<file path="config.mk">
export PLATFORM = sky130hd
export DESIGN_NAME = spi_cmd_seq_flat
export DESIGN_NICKNAME = d
export VERILOG_FILES = /design/src/rtl/spi_cmd_seq_if.sv /design/src/rtl/spi_cmd_seq.sv /design/src/flat_wrapper.sv
export SDC_FILE = /design/constraint.sdc
export NUM_CORES = 1
export LEC_CHECK = 0
export ABC_CLOCK_PERIOD_IN_PS = 7100
export BUFFER_PORTS_ARGS = -buffer_cell sky130_fd_sc_hd__buf_2
export CAP_MARGIN = 5
export CELL_PAD_IN_SITES_DETAIL_PLACEMENT = 0
export CELL_PAD_IN_SITES_GLOBAL_PLACEMENT = 1
export CORE_MARGIN = 2
export CORE_UTILIZATION = 52
export DETAILED_ROUTE_END_ITERATION = 8
export PLACE_DENSITY_LB_ADDON = 0.15
export SYNTH_ARGS = -nofsm -noshare
export SYNTH_HDL_FRONTEND = slang
export SYNTH_SLANG_ARGS = --single-unit
</file>
<file path="constraint.sdc">
create_clock -name clk -period 7.1 [get_ports clk]
set_input_delay 0.71 -clock clk [delete_from_list [all_inputs] [get_ports clk]]
set_output_delay 0.71 -clock clk [all_outputs]
set_load 0.1 [all_outputs]
</file>
<file path="src/rtl/spi_cmd_seq_if.sv">
// Host-side command/response channels of the SPI command sequencer.
// The host drives commands and response acceptance; the sequencer returns readiness and responses.
interface spi_cmd_seq_if;
    logic       cmd_valid;
    logic       cmd_ready;
    logic       cmd_wr;
    logic [7:0] cmd_addr;
    logic [7:0] cmd_wdata;

    logic       rsp_valid;
    logic       rsp_ready;
    logic       rsp_wr;
    logic [7:0] rsp_rdata;
    logic       rsp_err;
    logic       rsp_timeout;

    modport master (
        output cmd_valid, cmd_wr, cmd_addr, cmd_wdata, rsp_ready,
        input  cmd_ready, rsp_valid, rsp_wr, rsp_rdata, rsp_err, rsp_timeout
    );

    modport slave (
        input  cmd_valid, cmd_wr, cmd_addr, cmd_wdata, rsp_ready,
        output cmd_ready, rsp_valid, rsp_wr, rsp_rdata, rsp_err, rsp_timeout
    );
endinterface

</file>
<file path="src/rtl/spi_cmd_seq.sv">
// Command sequencer in front of the SPI controller/memory pair: queues host commands,
// issues one at a time with the controller held in reset between commands, and returns a response each.
module spi_cmd_seq #(
    parameter int DEPTH   = 4,
    parameter int TIMEOUT = 1023
) (
    input  logic                   clk,
    input  logic                   rst,
    spi_cmd_seq_if.slave           host,
    output logic                   ctl_rst_n,
    output logic                   ctl_wr,
    output logic [7:0]             ctl_addr,
    output logic [7:0]             ctl_din,
    input  logic                   ctl_done,
    input  logic                   ctl_err,
    input  logic [7:0]             ctl_dout,
    output logic                   busy,
    output logic [$clog2(DEPTH):0] fifo_count
);

    localparam int              AW        = $clog2(DEPTH);
    localparam int              ENTRY_W   = 17;
    localparam logic [AW:0]     FULL      = (AW+1)'(DEPTH);
    localparam logic [15:0]     TIMER_MAX = 16'(TIMEOUT);

    typedef enum logic [1:0] {IDLE, ISSUE, WAIT, RESP} state_t;

    state_t               state;
    logic [ENTRY_W-1:0]   fifo_mem [DEPTH];
    logic [AW-1:0]        wr_ptr;
    logic [AW-1:0]        rd_ptr;
    logic [AW:0]          count;
    logic [ENTRY_W-1:0]   head;
    logic                 push;
    logic                 pop;
    logic                 cmd_ready;
    logic [15:0]          timer;

    logic                 rsp_valid;
    logic                 rsp_wr;
    logic [7:0]           rsp_rdata;
    logic                 rsp_err;
    logic                 rsp_timeout;

    // Read data is only meaningful for a successful read; writes and errors return zero.
    function automatic logic [7:0] read_data(input logic wr, input logic err, input logic [7:0] dout);
        return (!wr && !err) ? dout : 8'h00;
    endfunction

    assign cmd_ready  = (count != FULL);
    assign push       = host.cmd_valid && cmd_ready;
    assign pop        = (state == IDLE) && (count != '0);
    assign head       = fifo_mem[rd_ptr];
    assign busy       = (state != IDLE) || (count != '0);
    assign fifo_count = count;

    assign host.cmd_ready   = cmd_ready;
    assign host.rsp_valid   = rsp_valid;
    assign host.rsp_wr      = rsp_wr;
    assign host.rsp_rdata   = rsp_rdata;
    assign host.rsp_err     = rsp_err;
    assign host.rsp_timeout = rsp_timeout;

    // Command queue: storage is not reset, only the pointers and occupancy.
    always_ff @(posedge clk) begin
        if (push) begin
            fifo_mem[wr_ptr] <= {host.cmd_wr, host.cmd_addr, host.cmd_wdata};
        end
    end

    always_ff @(posedge clk or posedge rst) begin
        if (rst) begin
            wr_ptr <= '0;
            rd_ptr <= '0;
            count  <= '0;
        end else begin
            if (push) begin
                wr_ptr <= wr_ptr + 1'b1;
            end
            if (pop) begin
                rd_ptr <= rd_ptr + 1'b1;
            end
            case ({push, pop})
                2'b10:   count <= count + 1'b1;
                2'b01:   count <= count - 1'b1;
                default: count <= count;
            endcase
        end
    end

    // Sequencer: controller reset is released only while a command is in WAIT.
    always_ff @(posedge clk or posedge rst) begin
        if (rst) begin
            state       <= IDLE;
            timer       <= '0;
            ctl_rst_n   <= 1'b0;
            ctl_wr      <= 1'b0;
            ctl_addr    <= 8'h00;
            ctl_din     <= 8'h00;
            rsp_valid   <= 1'b0;
            rsp_wr      <= 1'b0;
            rsp_rdata   <= 8'h00;
            rsp_err     <= 1'b0;
            rsp_timeout <= 1'b0;
        end else begin
            case (state)
                IDLE: begin
                    ctl_rst_n <= 1'b0;
                    if (pop) begin
                        ctl_wr   <= head[16];
                        ctl_addr <= head[15:8];
                        ctl_din  <= head[7:0];
                        rsp_wr   <= head[16];
                        state    <= ISSUE;
                    end
                end
                ISSUE: begin
                    ctl_rst_n <= 1'b1;
                    timer     <= '0;
                    state     <= WAIT;
                end
                WAIT: begin
                    // A completion in the expiry cycle still counts as a normal completion.
                    if (ctl_done) begin
                        rsp_err     <= ctl_err;
                        rsp_rdata   <= read_data(ctl_wr, ctl_err, ctl_dout);
                        rsp_timeout <= 1'b0;
                        rsp_valid   <= 1'b1;
                        ctl_rst_n   <= 1'b0;
                        state       <= RESP;
                    end else if (timer == TIMER_MAX) begin
                        rsp_err     <= 1'b1;
                        rsp_rdata   <= 8'h00;
                        rsp_timeout <= 1'b1;
                        rsp_valid   <= 1'b1;
                        ctl_rst_n   <= 1'b0;
                        state       <= RESP;
                    end else begin
                        timer <= timer + 1'b1;
                    end
                end
                RESP: begin
                    ctl_rst_n <= 1'b0;
                    if (host.rsp_ready) begin
                        rsp_valid <= 1'b0;
                        state     <= IDLE;
                    end
                end
                default: begin
                    ctl_rst_n <= 1'b0;
                    state     <= IDLE;
                end
            endcase
        end
    end

endmodule

</file>
<file path="src/flat_wrapper.sv">
// flat-port wrapper written by rule: the top's interface ports become plain ports
module spi_cmd_seq_flat 
#(
    parameter int DEPTH   = 4,
    parameter int TIMEOUT = 1023
)
  (clk, rst, ctl_rst_n, ctl_wr, ctl_addr, ctl_din, ctl_done, ctl_err, ctl_dout, busy, fifo_count, host_cmd_valid, host_cmd_wr, host_cmd_addr, host_cmd_wdata, host_rsp_ready, host_cmd_ready, host_rsp_valid, host_rsp_wr, host_rsp_rdata, host_rsp_err, host_rsp_timeout);
  spi_cmd_seq_if host_i ();
  input  logic clk;
  input  logic rst;
  output logic ctl_rst_n;
  output logic ctl_wr;
  output logic [7:0] ctl_addr;
  output logic [7:0] ctl_din;
  input  logic ctl_done;
  input  logic ctl_err;
  input  logic [7:0] ctl_dout;
  output logic busy;
  output logic [$clog2(DEPTH):0] fifo_count;
  input wire logic [$bits(host_i.cmd_valid)-1:0] host_cmd_valid;
  input wire logic [$bits(host_i.cmd_wr)-1:0] host_cmd_wr;
  input wire logic [$bits(host_i.cmd_addr)-1:0] host_cmd_addr;
  input wire logic [$bits(host_i.cmd_wdata)-1:0] host_cmd_wdata;
  input wire logic [$bits(host_i.rsp_ready)-1:0] host_rsp_ready;
  output wire logic [$bits(host_i.cmd_ready)-1:0] host_cmd_ready;
  output wire logic [$bits(host_i.rsp_valid)-1:0] host_rsp_valid;
  output wire logic [$bits(host_i.rsp_wr)-1:0] host_rsp_wr;
  output wire logic [$bits(host_i.rsp_rdata)-1:0] host_rsp_rdata;
  output wire logic [$bits(host_i.rsp_err)-1:0] host_rsp_err;
  output wire logic [$bits(host_i.rsp_timeout)-1:0] host_rsp_timeout;
  assign host_i.cmd_valid = host_cmd_valid;
  assign host_i.cmd_wr = host_cmd_wr;
  assign host_i.cmd_addr = host_cmd_addr;
  assign host_i.cmd_wdata = host_cmd_wdata;
  assign host_i.rsp_ready = host_rsp_ready;
  assign host_cmd_ready = host_i.cmd_ready;
  assign host_rsp_valid = host_i.rsp_valid;
  assign host_rsp_wr = host_i.rsp_wr;
  assign host_rsp_rdata = host_i.rsp_rdata;
  assign host_rsp_err = host_i.rsp_err;
  assign host_rsp_timeout = host_i.rsp_timeout;
  spi_cmd_seq #(.DEPTH(DEPTH), .TIMEOUT(TIMEOUT)) u_core (.clk(clk), .rst(rst), .host(host_i), .ctl_rst_n(ctl_rst_n), .ctl_wr(ctl_wr), .ctl_addr(ctl_addr), .ctl_din(ctl_din), .ctl_done(ctl_done), .ctl_err(ctl_err), .ctl_dout(ctl_dout), .busy(busy), .fifo_count(fifo_count));
endmodule
</file>
==> run_results.csv <==
group,metric,value,unit
worst_setup_path,critPathCaptureType,"flop",
timing,hold_viol,0,
global_routing,use_met1,23.9,%
floorplanning,initial_core_util,52.7,%
synth,yosys.area.top_type,"edfxtp_1",
cts,root_buffer,"clkbuf_8",
routing,wl,9400,µm
timing,fin_crit,2.50,ns
worst_hold_path,hp-class,"in -> async",
floorplanning,core_area,9640,µm²
timing,slew_headroom,36.1,%
cells_and_area,fillers,744,
placement,place_ws,4.65,ns
synth,synth_edf_count,68,
routing,ant_nets,0,
worst_setup_path,cp.arrival,2.89,ns
worst_setup_path,criticalPathCategory,"reg -> reg",
placement,hpwl,5930,µm
timing,fmax,0.401,GHz
cts,cts_resized,0,
worst_setup_path,cp-start-kind,"flop",
cts,cts.clk_slew.worst_paths,0.06,ns
cts,clk_latency,0.51,ns
worst_setup_path,cp.required,7.50,ns
synth,synth_top_area_share,40.2,%
synth,yosysSeqAreaShare,66.8,%
timing,setup_violations,0,
routing,dr_total_vias,2917,
cts,postCtsSetupBuffers,0,
global_routing,met2_usage,34.6,%
routing,viasPerCell,5.47,
global_routing,grt_usage,19.9,%
synth,ys_top_cells_by_count,"68 x edfxtp_1, 54 x dfrtp_1, 19 x mux2_2, 19 x nand2_1, 17 x mux4_2",
cells_and_area,nNetsFinal,430,
routing,drc,0,
global_routing,met3_usage,5.29,%
worst_setup_path,path_max_fanout,11,
timing,rsz0062_at_grt,"false",
synth,synthCells,313,
synth,synth.avg_cell_area,16.2,µm²
floorplanning,io_pins,66,
cts,cts_buffer_depth,2,
cells_and_area,num_antenna_cells,0,
synth,async_reset_ff_share,44.3,%
floorplanning,die-height,103,µm
timing,fin_worst_skew,0.00612,ns
synth,syn-cell-area,5080,µm²
synth,synth-seq-cells,122,
timing,tightestPinTransition,0.958,ns
cts,cts-hold-fix-buffers,0,
status,status,"completed",
routing,dr.pass1.iters,4,
timing,fin_ws,4.60,ns
cts,htreeDepth,4,
timing,tns,0,ns
timing,fin_crit_sh,35.2,%
synth,ys_types,55,
synth,syn_nets,356,
floorplanning,rows,36,
global_routing,busiest_layer,"met2",
synth,synthFlopType,"edfxtp_1",
global_routing,grt_pass1_vias,2986,
placement,place.gp.congestion,0.760,
floorplanning,die_w,103,µm
cts,cts_sinks,122,
cells_and_area,layout-drive-gt1-share,36.5,%
cts,cts_tree,"built",
global_routing,antenna_found_initial,0,
cells_and_area,area_delta_synth_final,20.4,%
routing,first_iter_violations,124,
synth,yosysMostFrequentCell,"edfxtp_1",
routing,wl_per_cell,17.6,µm
synth,synth_warnings,0,
timing,drv_slew,0,
synth,ys_top_cells_by_area,"edfxtp_1 40%, dfrtp_1 27%, mux4_2 7.5%",
placement,io_buffers,65,
global_routing,grt_overflow,0,
cts,cts_buffers,17,
global_routing,grt_max_degree,55,
global_routing,grt_pass1_wl,15300,µm
floorplanning,die_area,10600,µm²
job,maxCapViolCount,0,
==> critical path: stages, from the launching register on <==
cell and delay [ns]:
dfrtp_1 0.42, ha_1 0.28, or4bb_1 0.56, or4_4 0.52
a21oi_1 0.25, mux2_1 0.35
==> routing by layer <==
metal	share of wire (%)	wire length (µm)	vias up
li1	-	-	1366
met1	42	3990	1482
met2	53	4950	60
met3	3.8	359	9
met4	1.1	104	0
met5	0	0	-
==> cell usage in the layout, fill, tap and decap left out, types with 9 or more instances in the layout <==
master	instances
mux2_2	19
ha_1	11
nand3_1	9
clkbuf_16	16
edfxtp_1	68
buf_2	65
mux4_2	17
nand2_1	19
dfrtp_1	54
==> cell families after synthesis <==
logic type | after synthesis | share of synthesized area [%]
AOI/OAI and AO/OA | 40 | 5.94
adders and majority gates | 12 | 3.11
DFF | 122 | 66.8
and+or+nand+nor | 68 | 7.86
muxes | 44 | 13.4
buffers and inverters | 21 | 1.85
xor gates and xnor gates | 6 | 1.04
==> stage by stage <==
stage               hold slack, ns  cell area (µm²)  utilization, %  instances
floorplan                    0.450             5080               -        313
global placement             0.484             5520            57.3        501
detailed placement           0.487             5520            57.3        501
CTS                          0.381             6110            63.4        533
global route                 0.387             6110            63.4        533
finish                       0.361             6110            63.4        533
==> registers in the layout, summed over array words and instances, names as in the netlist <==
name                     cells
u_core.timer                16
u_core.fifo_count            3
u_core.fifo_mem             68
u_core.state                 2
u_core.host.rsp_err          1
u_core.host.rsp_valid        1
u_core.ctl_rst_n             1
u_core.ctl_din               8
u_core.ctl_wr                1
u_core.ctl_addr              8
u_core.host.rsp_rdata        8
u_core.rd_ptr                2
u_core.host.rsp_timeout      1
u_core.wr_ptr                2
==> final timing paths <==
kind | to | start | cells past startpoint | slack (ns)
min reg2reg | u_core.host.rsp_err | u_core.host.rsp_err | 1 | 0.50
min | u_core.host.rsp_rdata[4] | rst | 3 | 0.36
max in group asynchronous | u_core.ctl_din[3] | rst | 3 | 6.24
max reg2reg | u_core.state[1] | u_core.timer[0] | 5 | 4.60
max | u_core.state[1] | u_core.timer[0] | 5 | 4.60
min in group clk | u_core.fifo_mem[0][1] | host_cmd_wdata[1] | 1 | 0.41
==> cell type report <==
cell class,count,area [µm²],area share [%]
Clock inverter,14,173,2.82
Timing Repair Buffer,67,340,5.57
Clock buffer,18,418,6.84
Sequential cell,122,3390,55.5
Tap cell,133,166,2.72
Multi-Input combinational cell,170,1590,26.0
Inverter,9,33.8,0.553
Power is not shown: default switching activity piles up to over one toggle a cycle in this logic, so the estimate is an artifact.
